File: config.mk
export PLATFORM = sky130hd
export DESIGN_NAME = encoder_4x2_rr
export DESIGN_NICKNAME = d
export VERILOG_FILES = /design/src/rtl/encoder_4x2_rr_pkg.sv /design/src/rtl/encoder_4x2_rr_pick.sv /design/src/rtl/encoder_4x2_rr.sv
export SDC_FILE = /design/constraint.sdc
export NUM_CORES = 1
export LEC_CHECK = 0
export BUFFER_PORTS_ARGS = -buffer_cell sky130_fd_sc_hd__buf_2
export CORE_AREA = 8 8 45 47
export CTS_BUF_LIST = sky130_fd_sc_hd__clkbuf_4
export CTS_CLUSTER_DIAMETER = 50
export DETAILED_ROUTE_END_ITERATION = 8
export DIE_AREA = 0 0 53 55
export PLACE_DENSITY_LB_ADDON = 0.12
export SYNTH_ARGS = -nofsm -noshare
export SYNTH_HDL_FRONTEND = slang
export SYNTH_SLANG_ARGS = --single-unit
File: constraint.sdc
create_clock -name clk -period 3.1 [get_ports clk]
set_input_delay 0.465 -clock clk [delete_from_list [all_inputs] [get_ports clk]]
set_output_delay 0.465 -clock clk [all_outputs]
set_load 0.03 [all_outputs]
File: src/rtl/encoder_4x2_rr_pkg.sv
// encoder_4x2_rr_pkg
//   Shared definitions for the round-robin 4:2 encoder slice: source count,
//   index width, FSM state encoding and small typed helpers used by the
//   top level and the rr_pick_4 search block.
package encoder_4x2_rr_pkg;

  localparam int unsigned NUM_SRC = 4;
  localparam int unsigned IDX_W   = 2;

  typedef logic [IDX_W-1:0]   idx_t;
  typedef logic [NUM_SRC-1:0] req_t;

  // IDLE: no code offered (valid=0). HOLD: code offered until handshake.
  typedef enum logic {
    IDLE = 1'b0,
    HOLD = 1'b1
  } state_e;

  // Next index with natural wrap 3 -> 0.
  function automatic idx_t idx_inc(input idx_t i);
    return i + idx_t'(1);
  endfunction

  // One-hot mask for a given index.
  function automatic req_t idx_mask(input idx_t i);
    return req_t'(1) << i;
  endfunction

endpackage

File: src/rtl/encoder_4x2_rr_pick.sv
// rr_pick_4
//   Combinational round-robin search over four request bits.
//   Ports:
//     req  in   4  request vector
//     ptr  in   2  index searched first; search proceeds ptr, ptr+1, ... mod 4
//     idx  out  2  first set request found (0 when none)
//     any  out  1  high when at least one request bit is set
module rr_pick_4
  import encoder_4x2_rr_pkg::*;
(
  input  logic [NUM_SRC-1:0] req,
  input  logic [IDX_W-1:0]   ptr,
  output logic [IDX_W-1:0]   idx,
  output logic               any
);

  idx_t cand;

  always_comb begin
    idx  = '0;
    any  = 1'b0;
    cand = '0;
    for (int k = 0; k < NUM_SRC; k++) begin
      // Index arithmetic wraps naturally at IDX_W bits.
      cand = ptr + idx_t'(k);
      if (!any && req[cand]) begin
        idx = cand;
        any = 1'b1;
      end
    end
  end

endmodule

File: src/rtl/encoder_4x2_rr.sv
// encoder_4x2_rr
//   Sticky-request round-robin encoder with a valid/ready output handshake.
//   Requests are OR-ed into a pending register while enabled; in IDLE the
//   first pending source at or after the round-robin pointer is granted and
//   its index held on outputs until the consumer takes it.
//   Ports:
//     clk      in   1  clock, rising edge
//     reset    in   1  synchronous, active-high
//     enabled  in   1  accept new requests and issue new codes
//     inputs   in   4  request lines
//     outputs  out  2  granted index (registered)
//     valid    out  1  outputs holds an untaken code (registered)
//     ready    in   1  consumer takes the code when valid & ready
//     pending  out  4  sticky request register
module encoder_4x2_rr
  import encoder_4x2_rr_pkg::*;
#(
  parameter logic [IDX_W-1:0] PTR_INIT = 2'd0
) (
  input  logic               clk,
  input  logic               reset,
  input  logic               enabled,
  input  logic [NUM_SRC-1:0] inputs,
  output logic [IDX_W-1:0]   outputs,
  output logic               valid,
  input  logic               ready,
  output logic [NUM_SRC-1:0] pending
);

  state_e state_q, state_d;
  idx_t   outputs_q, outputs_d;
  logic   valid_q, valid_d;
  req_t   pending_q, pending_d;
  idx_t   ptr_q, ptr_d;

  idx_t   pick_idx;
  logic   pick_any;
  logic   handshake;

  // Search uses the pending value present at the start of the cycle.
  rr_pick_4 u_pick (
    .req (pending_q),
    .ptr (ptr_q),
    .idx (pick_idx),
    .any (pick_any)
  );

  assign handshake = (state_q == HOLD) && ready;

  // State register
  always_ff @(posedge clk) begin
    if (reset) begin
      state_q   <= IDLE;
      outputs_q <= '0;
      valid_q   <= 1'b0;
      pending_q <= '0;
      ptr_q     <= PTR_INIT;
    end else begin
      state_q   <= state_d;
      outputs_q <= outputs_d;
      valid_q   <= valid_d;
      pending_q <= pending_d;
      ptr_q     <= ptr_d;
    end
  end

  // Next-state logic
  always_comb begin
    state_d = state_q;
    unique case (state_q)
      IDLE: if (enabled && pick_any) state_d = HOLD;
      HOLD: if (handshake)           state_d = IDLE;
      default:                       state_d = IDLE;
    endcase
  end

  // Registered-output next values
  always_comb begin
    outputs_d = outputs_q;
    ptr_d     = ptr_q;
    pending_d = pending_q;

    // Clear the taken source before merging new requests so a simultaneous
    // request on the same bit keeps it pending.
    if (handshake) begin
      pending_d = pending_d & ~idx_mask(outputs_q);
      ptr_d     = idx_inc(outputs_q);
    end
    if (enabled) begin
      pending_d = pending_d | inputs;
    end

    if (state_q == IDLE && enabled && pick_any) begin
      outputs_d = pick_idx;
    end

    valid_d = (state_d == HOLD);
  end

  assign outputs = outputs_q;
  assign valid   = valid_q;
  assign pending = pending_q;

endmodule

* After elaboration in Yosys (flattened, before gate mapping)
Cells that the tools add are included.
** Storage, ports and cells
- Logic and storage cells :: 48
- Bits of input ports :: 8
- Bits in registers :: 9
** Operators by class
- Bitwise operators :: 4
- Muxes and demuxes :: 21
- Order comparisons :: 4
- Reduce and logical (&&, ||, !) cells :: 10
- $add $sub $neg :: 4
- Shift operators :: 1
** Operators with widths (count)
- 2-bit by 3-bit less-than comparator with 1-bit output, second input constant :: 4
- 1-bit two-way mux :: 10
- 1-bit binary-select mux with 2-bit select :: 4
- 2-bit two-way mux :: 4
- 4-bit two-way mux :: 2
- 1-bit logical AND :: 7
- 2-bit by 1-bit adder with 2-bit output, second input constant :: 2
- 2-bit adder, second input constant :: 2
- 4-bit bitwise AND :: 1
- 4-bit NOT :: 1
- 4-bit OR :: 1
- 1-bit by 2-bit left shift with 4-bit output, first input constant :: 1
- 1-bit logical NOT :: 3
- 1-bit case mux with 2 select lines :: 1
- 1-bit NOT :: 1

* Logic depth before layout (Yosys ltp)
Gate-level depths: netlist of the first run.
- Depth after elaboration :: 15
- Depth in mapped cells :: 5

* Cells and area by module
A second synthesis of the first run with hierarchy kept.
** Second synthesis, totals
- Cell total of the unflattened synthesis :: 64
- Area total of the unflattened synthesis :: 554.3 µm²
** Modules (own cells, without submodules)
- encoder_4x2_rr :: cells an instance 49, instances 1, area an instance 476.7 µm²
- rr_pick_4 :: cells an instance 15, instances 1, area an instance 77.6 µm²

* Worst setup path after synthesis of the first run
OpenSTA, ideal clock, no wires.
- Path type :: register -> register
- From :: register pending_q[3] (netlist: pending[3])
- To :: register outputs_q[0] (netlist: outputs[0])
- Cell stages (with the launch flop) :: 4
- Period minus slack after synthesis :: 1.398 ns
- Required time :: 3.004 ns
- Arrival :: 1.302 ns
- Slack :: 1.702 ns
- Cell sequence :: dfxtp_1 > nor2_2 > a311o_1 > o41ai_2
** On the way
- Cells in the longest elaborated chain, start to end :: 13
- Elaborated cells on any way between the ends :: 23
- Those cells by class :: mux (16); reduce/logical (7)
** Ends and longest elaborated chain
- from (decl) :: line encoder_4x2_rr.sv:33 : req_t pending_q, pending_d;
- from (signal assigned) :: line encoder_4x2_rr.sv:62 : pending_q <= pending_d;
- 1-bit binary-select mux with 2-bit select :: line encoder_4x2_rr_pick.sv:26 : if (!any && req[cand]) begin
- 1-bit two-way mux (not written as such) :: line encoder_4x2_rr_pick.sv:26
- 1-bit two-way mux :: line encoder_4x2_rr_pick.sv:26
- 1-bit logical NOT :: line encoder_4x2_rr_pick.sv:26
- 1-bit logical AND :: line encoder_4x2_rr_pick.sv:26
- 1-bit two-way mux :: line encoder_4x2_rr_pick.sv:26
- 1-bit logical NOT :: line encoder_4x2_rr_pick.sv:26
- 1-bit logical AND :: line encoder_4x2_rr_pick.sv:26
- 1-bit two-way mux :: line encoder_4x2_rr_pick.sv:26
- 1-bit logical NOT :: line encoder_4x2_rr_pick.sv:26
- 1-bit logical AND :: line encoder_4x2_rr_pick.sv:26
- 1-bit two-way mux :: line encoder_4x2_rr_pick.sv:26
- 1-bit logical AND :: line encoder_4x2_rr.sv:93 : if (state_q == IDLE && enabled && pick_any) begin
- to (signal assigned) :: line encoder_4x2_rr.sv:60 : outputs_q <= outputs_d;
- to (decl) :: line encoder_4x2_rr.sv:31 : idx_t outputs_q, outputs_d;
Parallel ways exist; a longest one is shown, timed or not. The select of a mux whose other input is x is not followed.
A chain may end at the register's enable or synchronous reset.

* Worst setup path after layout of the first run
- From :: register valid_q (netlist: valid)
- To :: output valid
** RTL lines
- from (decl) :: line encoder_4x2_rr.sv:32 : logic valid_q, valid_d;
- from (signal assigned) :: line encoder_4x2_rr.sv:61 : valid_q <= valid_d;
- to (decl) :: line encoder_4x2_rr.sv:25 : output logic valid,
No word-level cell between the ends.

==> results.ini, run 1 <==
[placement]
finalWeightedCongestion = 0.6876
placed_area_um2 = 549.3
dp_cells = 83
io_buffer_count = 14
hpwl_um = 853.5

[power]
p_leak_nw = 0.2627
peakVddDrop_uv = 142.1
power_density_nw_per_um2 = 493.9

[clock_tree]
ctsResizeCount = 0
cts.path.max_buffers = 2
insertion_delay_ns = 0.26
cts_setup_buffers = 0
path_clk_slew_ns = 0.06
cts.sinks = 9
cts_tree = done
cts_hold_buffers = 0
cts_buffers = 3
root_buffer = clkbuf_4
cts_htree_levels = 1

[yosys]
ys.flop_type = dfxtp_1
yosys.area.top_type_share_pct = 38.61
yosys.cell_count.top_type = dfxtp_1
avgSynthCellArea_um2 = 8.485
synthTopCellsByCount = dfxtp_1, a21oi_1, inv_1, nor2_1, ha_1
synth.top_cells.by_area = dfxtp_1, ha_1, a21oi_1
netlist_instances = 55
syn_area_um2 = 466.7
yosys_warnings = 0
synth-edff-count = 0
syn_nets = 67
yosys.area.top_type = dfxtp_1
synth-seq-cells = 9
ys_async_sr_fraction_pct = 0
ys_types = 21
synth_seq_area_share_pct = 38.61

[routing]
wl_per_cell_um = 12.63
viasPerCell = 5.057
totalWireLength_um = 1099
route.detailed.drc = 0
vias = 440
drtIter0Drc = 14
dr.pass1.iters = 4
final_antenna_net_count = 0

[sta]
post-route-min-period_ns = 1.466
fmax_mhz = 682.2
tightest_slew_ns = 0.2782
rsz0062_at_grt = no
setup_tns_ns = 0
setup_viol = 0
slew_violations = 0
relSlewSlack_pct = 81.43
post-route-period-util_pct = 47.29
clock_skew_ns = 0.008635
hold_violations = 0

[min_path]
holdPathStages = 3
min_to = pending[0]$_SDFF_PP0_
min_path_type = in2reg
hp-start = inputs[0]

[die]
initial_core_util_pct = 33.73
dieHeight_um = 55
pin_count = 15
rows = 14
core_area_um2 = 1384
die-area_um2 = 2915
fp.dieW_um = 53

[critical_path]
critical_path.cell_chain = buf_2
start_kind = flop
reg2reg_setup_slack_ns = 1.80
worstReg2RegEnd = outputs[0]$_SDFFE_PP0P_
r2r-start = pending[1]$_SDFF_PP0_
crit_family = flip-flops
worstPathArrival_ns = 1.00
crit_type = reg2out
reg2reg_depth = 3
critPathCaptureType = primary output
cp_data_required_time_ns = 2.63
path_buf_inv = 1
worstPathMaxFanout = 9
cp_slowest_cell = dfxtp_1
max_stage_delay_ns = 0.48

[global_routing]
antenna_found_initial = 0
grt-ovfl-total = 0
grt_max_degree = 12
grt_pass1_wl_um = 1642
grt_pass1_vias = 359
grt.total_usage_pct = 7.996

[cells_and_area]
finalNetCount = 84
final_cells = 87
fillers = 153
drive_gt1_share_pct = 29.58
antenna_cells = 0
syn2layout_area_growth_pct = 24.13
fin_area_um2 = 579.3

[outcome]
status = finished clean

[job]
drv_cap = 0

-- per-stage QoR --
stage	power, mW	utilization (%)	hold slack [ns]	setup WS (ns)
after global placement	0.1901	39.69	0.5075	1.726
after floorplan	0.1717	-	0.4750	1.702
final	0.2861	41.86	0.4585	1.634
after global routing	0.3036	41.86	0.4684	1.590
after CTS	0.2890	41.86	0.4531	1.639
after detailed placement	0.1901	39.69	0.5145	1.710
-- worst max path at each step --
stage,from,end,slack [ns],cells past startpoint
CTS,valid$_SDFF_PP0_,valid,1.64,1
global route,valid$_SDFF_PP0_,valid,1.59,1
detailed placement,enabled,outputs[0]$_SDFFE_PP0P_,1.71,4
finish,valid$_SDFF_PP0_,valid,1.63,1
global placement,enabled,outputs[0]$_SDFFE_PP0P_,1.73,4
floorplan,pending[3]$_SDFF_PP0_,outputs[0]$_SDFFE_PP0P_,1.70,3
-- layout make-up --
cell class	count	area, um^2	share of cell area [%]
sequential	9	180.2	31.10
tap	16	20.02	3.456
clock buffer	4	30.03	5.184
inverter	6	22.52	3.888
multi-input combinational	38	256.5	44.28
timing repair buffer	14	70.07	12.10
-- sequential cells by signal, summed over array words and instances, names as in the netlist --
| register | count |
|---|---|
| pending | 4 |
| ptr_q | 2 |
| valid | 1 |
| outputs | 2 |
-- logic make-up after synthesis --
family	after synthesis	synth area share [%]
flops	9	38.61
fa+ha+maj	4	10.72
compound gates	19	28.69
simple gates	15	15.55
buf+inv	8	6.432
-- layer usage --
layer	vias up	wire length, um	GRT usage, %	part of all wire (%)
li1	229	-	-	-
met1	195	538	9.480	49
met2	11	454	10.94	41
met3	5	80	4.278	7.3
met4	0	24	5.172	2.2
met5	-	0	0	0
-- placed cells by master (no fill, tap or decap), types with 2 or more instances in the layout --
cell type  count
a21oi_1        7
nand3_1        3
a22oi_1        2
nand3b_1       2
nor2_1         6
ha_1           4
inv_1          6
clkbuf_4       4
nand2_1        2
dfxtp_1        9
buf_2         14
a31oi_1        2
o22ai_1        2
-- power by group --
| part | internal [mW] | switching (mW) | total, mW |
|---|---|---|---|
| sequential | 0.123 | 0.0102 | 0.133 |
| combinational | 0.0204 | 0.0336 | 0.0540 |
| clock | 0.0583 | 0.0407 | 0.0991 |
Power figures use the tool's default switching activity.
==> inputs of run 2 (changes only) <==
Clock period 3.1 ns to 1.5 ns, I/O delays scaled along.
==> run 2 against run 1 <==
Sequential share of layout area stayed put. Count of clock-buffer cells in the layout unchanged. Non-clock buffer count is the same. Power is 110% higher. Clock skew is 0.0055 ns lower. Via count is 3.4% lower. Final cell count did not move. Sequential power increased by 110%. Routed wire length rose by 3.1%. Die area unchanged. Register-to-register slack worse by 1.6 ns. Critical endpoint is now outputs[0]$_SDFFE_PP0P_. Highest routed layer unchanged.
==> results.ini, run 2 (synthesized netlist as in run 1, its figures left out) <==
[outcome]
status = finished clean

[routing]
dr.pass1.iters = 4
wl_per_cell_um = 13.02
route.detailed.drc = 0
final_antenna_net_count = 0
vias = 425
drtIter0Drc = 10
totalWireLength_um = 1133
viasPerCell = 4.885

[cells_and_area]
antenna_cells = 0
final_common_cell = buf_2
syn2layout_area_growth_pct = 24.13
utilization_pct = 41.86
drive_gt1_share_pct = 29.58
largest_reg_flops = 4
layout_common_cells = buf_2, dfxtp_1, a21oi_1
finalNetCount = 84

[die]
pin_count = 15
die-area_um2 = 2915
core_area_um2 = 1384
rows = 14
fp.dieW_um = 53
dieHeight_um = 55
initial_core_util_pct = 33.73

[clock_tree]
cts_tree = done
cts.path.max_buffers = 2
cts_htree_levels = 1
insertion_delay_ns = 0.26
ctsResizeCount = 0
cts_buffers = 3
cts.sinks = 9
path_clk_slew_ns = 0.06
root_buffer = clkbuf_4
cts_setup_buffers = 0
cts_hold_buffers = 0

[power]
p_sw_share_pct = 29.63
p_leak_nw = 0.2627
power.switching_uw = 175.4
combPwrFrac_pct = 19.0
p_int_uw = 416.5
power_density_nw_per_um2 = 1022
peakVddDrop_uv = 447.7
seq_power_share_pct = 46.3
clockPowerShare_pct = 34.7

[sta]
clock_skew_ns = 0.003090
post-route-min-period_ns = 1.300
setup_viol = 0
tightest_slew_ns = 0.2618
slew_violations = 0
rsz0062_at_grt = no
hold_violations = 0
post-route-period-util_pct = 86.64
relSlewSlack_pct = 82.52
setup_tns_ns = 0
fmax_mhz = 769.4

[critical_path]
worstPathMaxFanout = 6
cp_data_required_time_ns = 1.66
worstPathArrival_ns = 1.46
critPathCaptureType = flop
crit_type = reg2reg
start_kind = flop

[job]
drv_cap = 0

[global_routing]
antenna_found_initial = 0
grt.total_usage_pct = 8.862
grt-ovfl-total = 0
grt_pass1_wl_um = 1869
grt_max_degree = 12
grt_pass1_vias = 421

[min_path]
min_path_type = in2reg

[placement]
finalWeightedCongestion = 0.6799
io_buffer_count = 14
hpwl_um = 897.8

run 2: metal layers:
metal	routed length [um]	track usage, %	vias up
met5	0	0	-
met4	16	5.172	0
met3	73	3.743	2
met2	488	13.09	10
met1	555	10.52	184
li1	-	-	229
run 2: layout make-up:
cell class	count	area, um^2
Inverter	6	22.52
Tap cell	16	20.02
Sequential cell	9	180.2
Fill cell	152	804.5
Multi-Input combinational cell	38	256.5
Timing Repair Buffer	14	70.07
Clock buffer	4	30.03
run 2: final timing paths:
| path | cells past startpoint | endpoint | start | slack [ns] |
|---|---|---|---|---|
| worst max-delay path | 3 | outputs[0]$_SDFFE_PP0P_ | pending[1]$_SDFF_PP0_ | 0.20 |
| worst min-delay path | 3 | pending[2]$_SDFF_PP0_ | inputs[2] | 0.21 |
| worst max register to register | 3 | outputs[0]$_SDFFE_PP0P_ | pending[1]$_SDFF_PP0_ | 0.20 |
| worst min register to register | 2 | ptr_q[1]$_SDFFE_PP0N_ | ptr_q[1]$_SDFFE_PP0N_ | 0.53 |
run 2: stage by stage:
stage / setup slack [ns] / hold WS (ns) / power, mW / instances / instance area [um^2]
after floorplan: 0.1024 / 0.3236 / 0.3549 / 55 / 466.7
after global placement: 0.2565 / 0.4710 / 0.3929 / 83 / 549.3
after detailed placement: 0.2076 / 0.4815 / 0.3928 / 83 / 549.3
after CTS: 0.2127 / 0.2120 / 0.6012 / 87 / 579.3
after global routing: 0.1569 / 0.2188 / 0.6272 / 87 / 579.3
final: 0.2004 / 0.2116 / 0.5919 / 87 / 579.3
run 2: critical path, stage by stage (launching register included):
cell and delay, ns:
dfxtp_1 0.44, nor2_2 0.07, a311o_1 0.43, o41ai_2 0.28
run 2: power groups by stage:
stage | Clock [mW] | Sequential (mW) | Combinational [mW]
2_1_floorplan | 0 | 0.298 | 0.0567
3_3_place_gp | 0 | 0.280 | 0.113
3_5_place_dp | 0 | 0.280 | 0.113
4_1_cts | 0.214 | 0.275 | 0.113
5_1_grt | 0.226 | 0.277 | 0.124
6_report | 0.206 | 0.274 | 0.112
==> inputs of run 3 (changes only) <==
Settings changed: GPL_TIMING_DRIVEN set to 0.
==> run 3 against run 2 <==
Setup slack worse by 0.030 ns. Via count is 1.9% higher. First-iteration DRC count is 30% lower. Clock power is 4% higher. Final cell count is 2.3% higher. Worst hold slack worse by 0.047 ns. Critical path depth stayed put. Critical endpoint unchanged. Utilization is 0.54 points higher. Combinational power is 7% higher. Global-route usage stayed put. Register-to-register slack worse by 0.03 ns.
==> results.ini, run 3 (synthesized netlist as in run 1, its figures left out) <==
[sta]
fmax_mhz = 751.8
post-route-period-util_pct = 88.67
hold_violations = 0
slew_violations = 0
post-route-min-period_ns = 1.330
relSlewSlack_pct = 71.43
setup_tns_ns = 0
rsz0062_at_grt = no
holdWs_ns = 0.1646
tightest_slew_ns = 0.4286
clock_skew_ns = 0.005417
setup_viol = 0

[clock_tree]
cts_buffers = 3
cts_setup_buffers = 0
path_clk_slew_ns = 0.07
cts_tree = done
insertion_delay_ns = 0.27
cts_hold_buffers = 0
ctsResizeCount = 0
cts_htree_levels = 1
root_buffer = clkbuf_4
cts.sinks = 9
cts.path.max_buffers = 2

[job]
drv_cap = 0

[global_routing]
grt.total_usage_pct = 8.862
grt_max_degree = 11
antenna_found_initial = 0
grt_pass1_vias = 404
grt_pass1_wl_um = 1766
grt-ovfl-total = 0

[cells_and_area]
final_common_cell = buf_2
final_cells = 89
antenna_cells = 0
drive_gt1_share_pct = 28.77
finalNetCount = 86
fillers = 145
syn2layout_area_growth_pct = 25.74
layout_common_cells = buf_2, dfxtp_1, a21oi_1
largest_reg_flops = 4

[critical_path]
reg2reg_depth = 3
reg2reg_setup_slack_ns = 0.17
start_kind = flop
r2r-start = pending[1]$_SDFF_PP0_
worstReg2RegEnd = outputs[0]$_SDFFE_PP0P_
critPathCaptureType = flop
worstPathArrival_ns = 1.50
crit_start = pending[1]$_SDFF_PP0_
cp_data_required_time_ns = 1.67
crit_type = reg2reg
worstPathMaxFanout = 6

[placement]
dp_cells = 85
io_buffer_count = 14
finalWeightedCongestion = 0.7280
hpwl_um = 875.7

[min_path]
min_path_type = in2reg
holdPathStages = 2
min_to = outputs[0]$_SDFFE_PP0P_
hp-start = reset

[outcome]
status = finished clean

[routing]
totalWireLength_um = 1146
vias = 433
viasPerCell = 4.865
final_antenna_net_count = 0
wl_per_cell_um = 12.88
drtIter0Drc = 7
route.detailed.drc = 0
dr.pass1.iters = 4

[die]
dieHeight_um = 55
core_area_um2 = 1384
initial_core_util_pct = 33.73
fp.dieW_um = 53
die-area_um2 = 2915
rows = 14
pin_count = 15

[power]
p_leak_nw = 0.2651
power_density_nw_per_um2 = 1029
peakVddDrop_uv = 409.9

[run 3: cell types whose count changed in the layout (fill, tap and decap cells not counted)]
cell	previous run	this run
buf_1	0	1
clkbuf_1	0	1
[run 3: through the flow]
stage	worst slack, ns	util, %	area [um^2]	total power [mW]
2_1_floorplan	0.1024	-	466.7	0.3549
3_3_place_gp	0.1856	40.24	556.8	0.3953
3_5_place_dp	0.1753	40.24	556.8	0.3966
4_1_cts	0.1582	42.41	586.8	0.6075
5_1_grt	0.09939	42.41	586.8	0.6374
6_report	0.1699	42.41	586.8	0.6040
[run 3: critical path, cell delays in order, from the launching register on]
cell and delay (ns):
dfxtp_1 0.45, nor2_2 0.08, a311o_1 0.43, o41ai_2 0.28
[run 3: where the power goes]
group / switching [mW] / internal [mW]
combinational: 0.0759 / 0.0436
sequential: 0.0163 / 0.254
clock: 0.0933 / 0.121
total: 0.186 / 0.418
[run 3: layout make-up]
type | count | area, um^2 | share of cell area, %
timing repair buffer | 14 | 70.07 | 11.94
buffer | 2 | 7.507 | 1.279
sequential | 9 | 180.2 | 30.70
multi-input combinational | 38 | 256.5 | 43.71
tap | 16 | 20.02 | 3.412
inverter | 6 | 22.52 | 3.838
clock buffer | 4 | 30.03 | 5.117
[run 3: layer usage]
layer	global-route usage, %	up-vias	wire length (um)
met2	11.13	10	474
met5	0	-	0
met3	3.476	4	65
met4	9.052	0	34
li1	-	233	-
met1	10.82	186	572
[run 3: worst max-delay path by stage]
stage / depth (start not counted) / slack [ns] / to
after floorplan: 3 / 0.10 / outputs[0]$_SDFFE_PP0P_
after global placement: 3 / 0.19 / outputs[0]$_SDFFE_PP0P_
after detailed placement: 3 / 0.18 / outputs[0]$_SDFFE_PP0P_
after CTS: 3 / 0.16 / outputs[0]$_SDFFE_PP0P_
after global routing: 3 / 0.1 / outputs[0]$_SDFFE_PP0P_
final: 3 / 0.17 / outputs[0]$_SDFFE_PP0P_
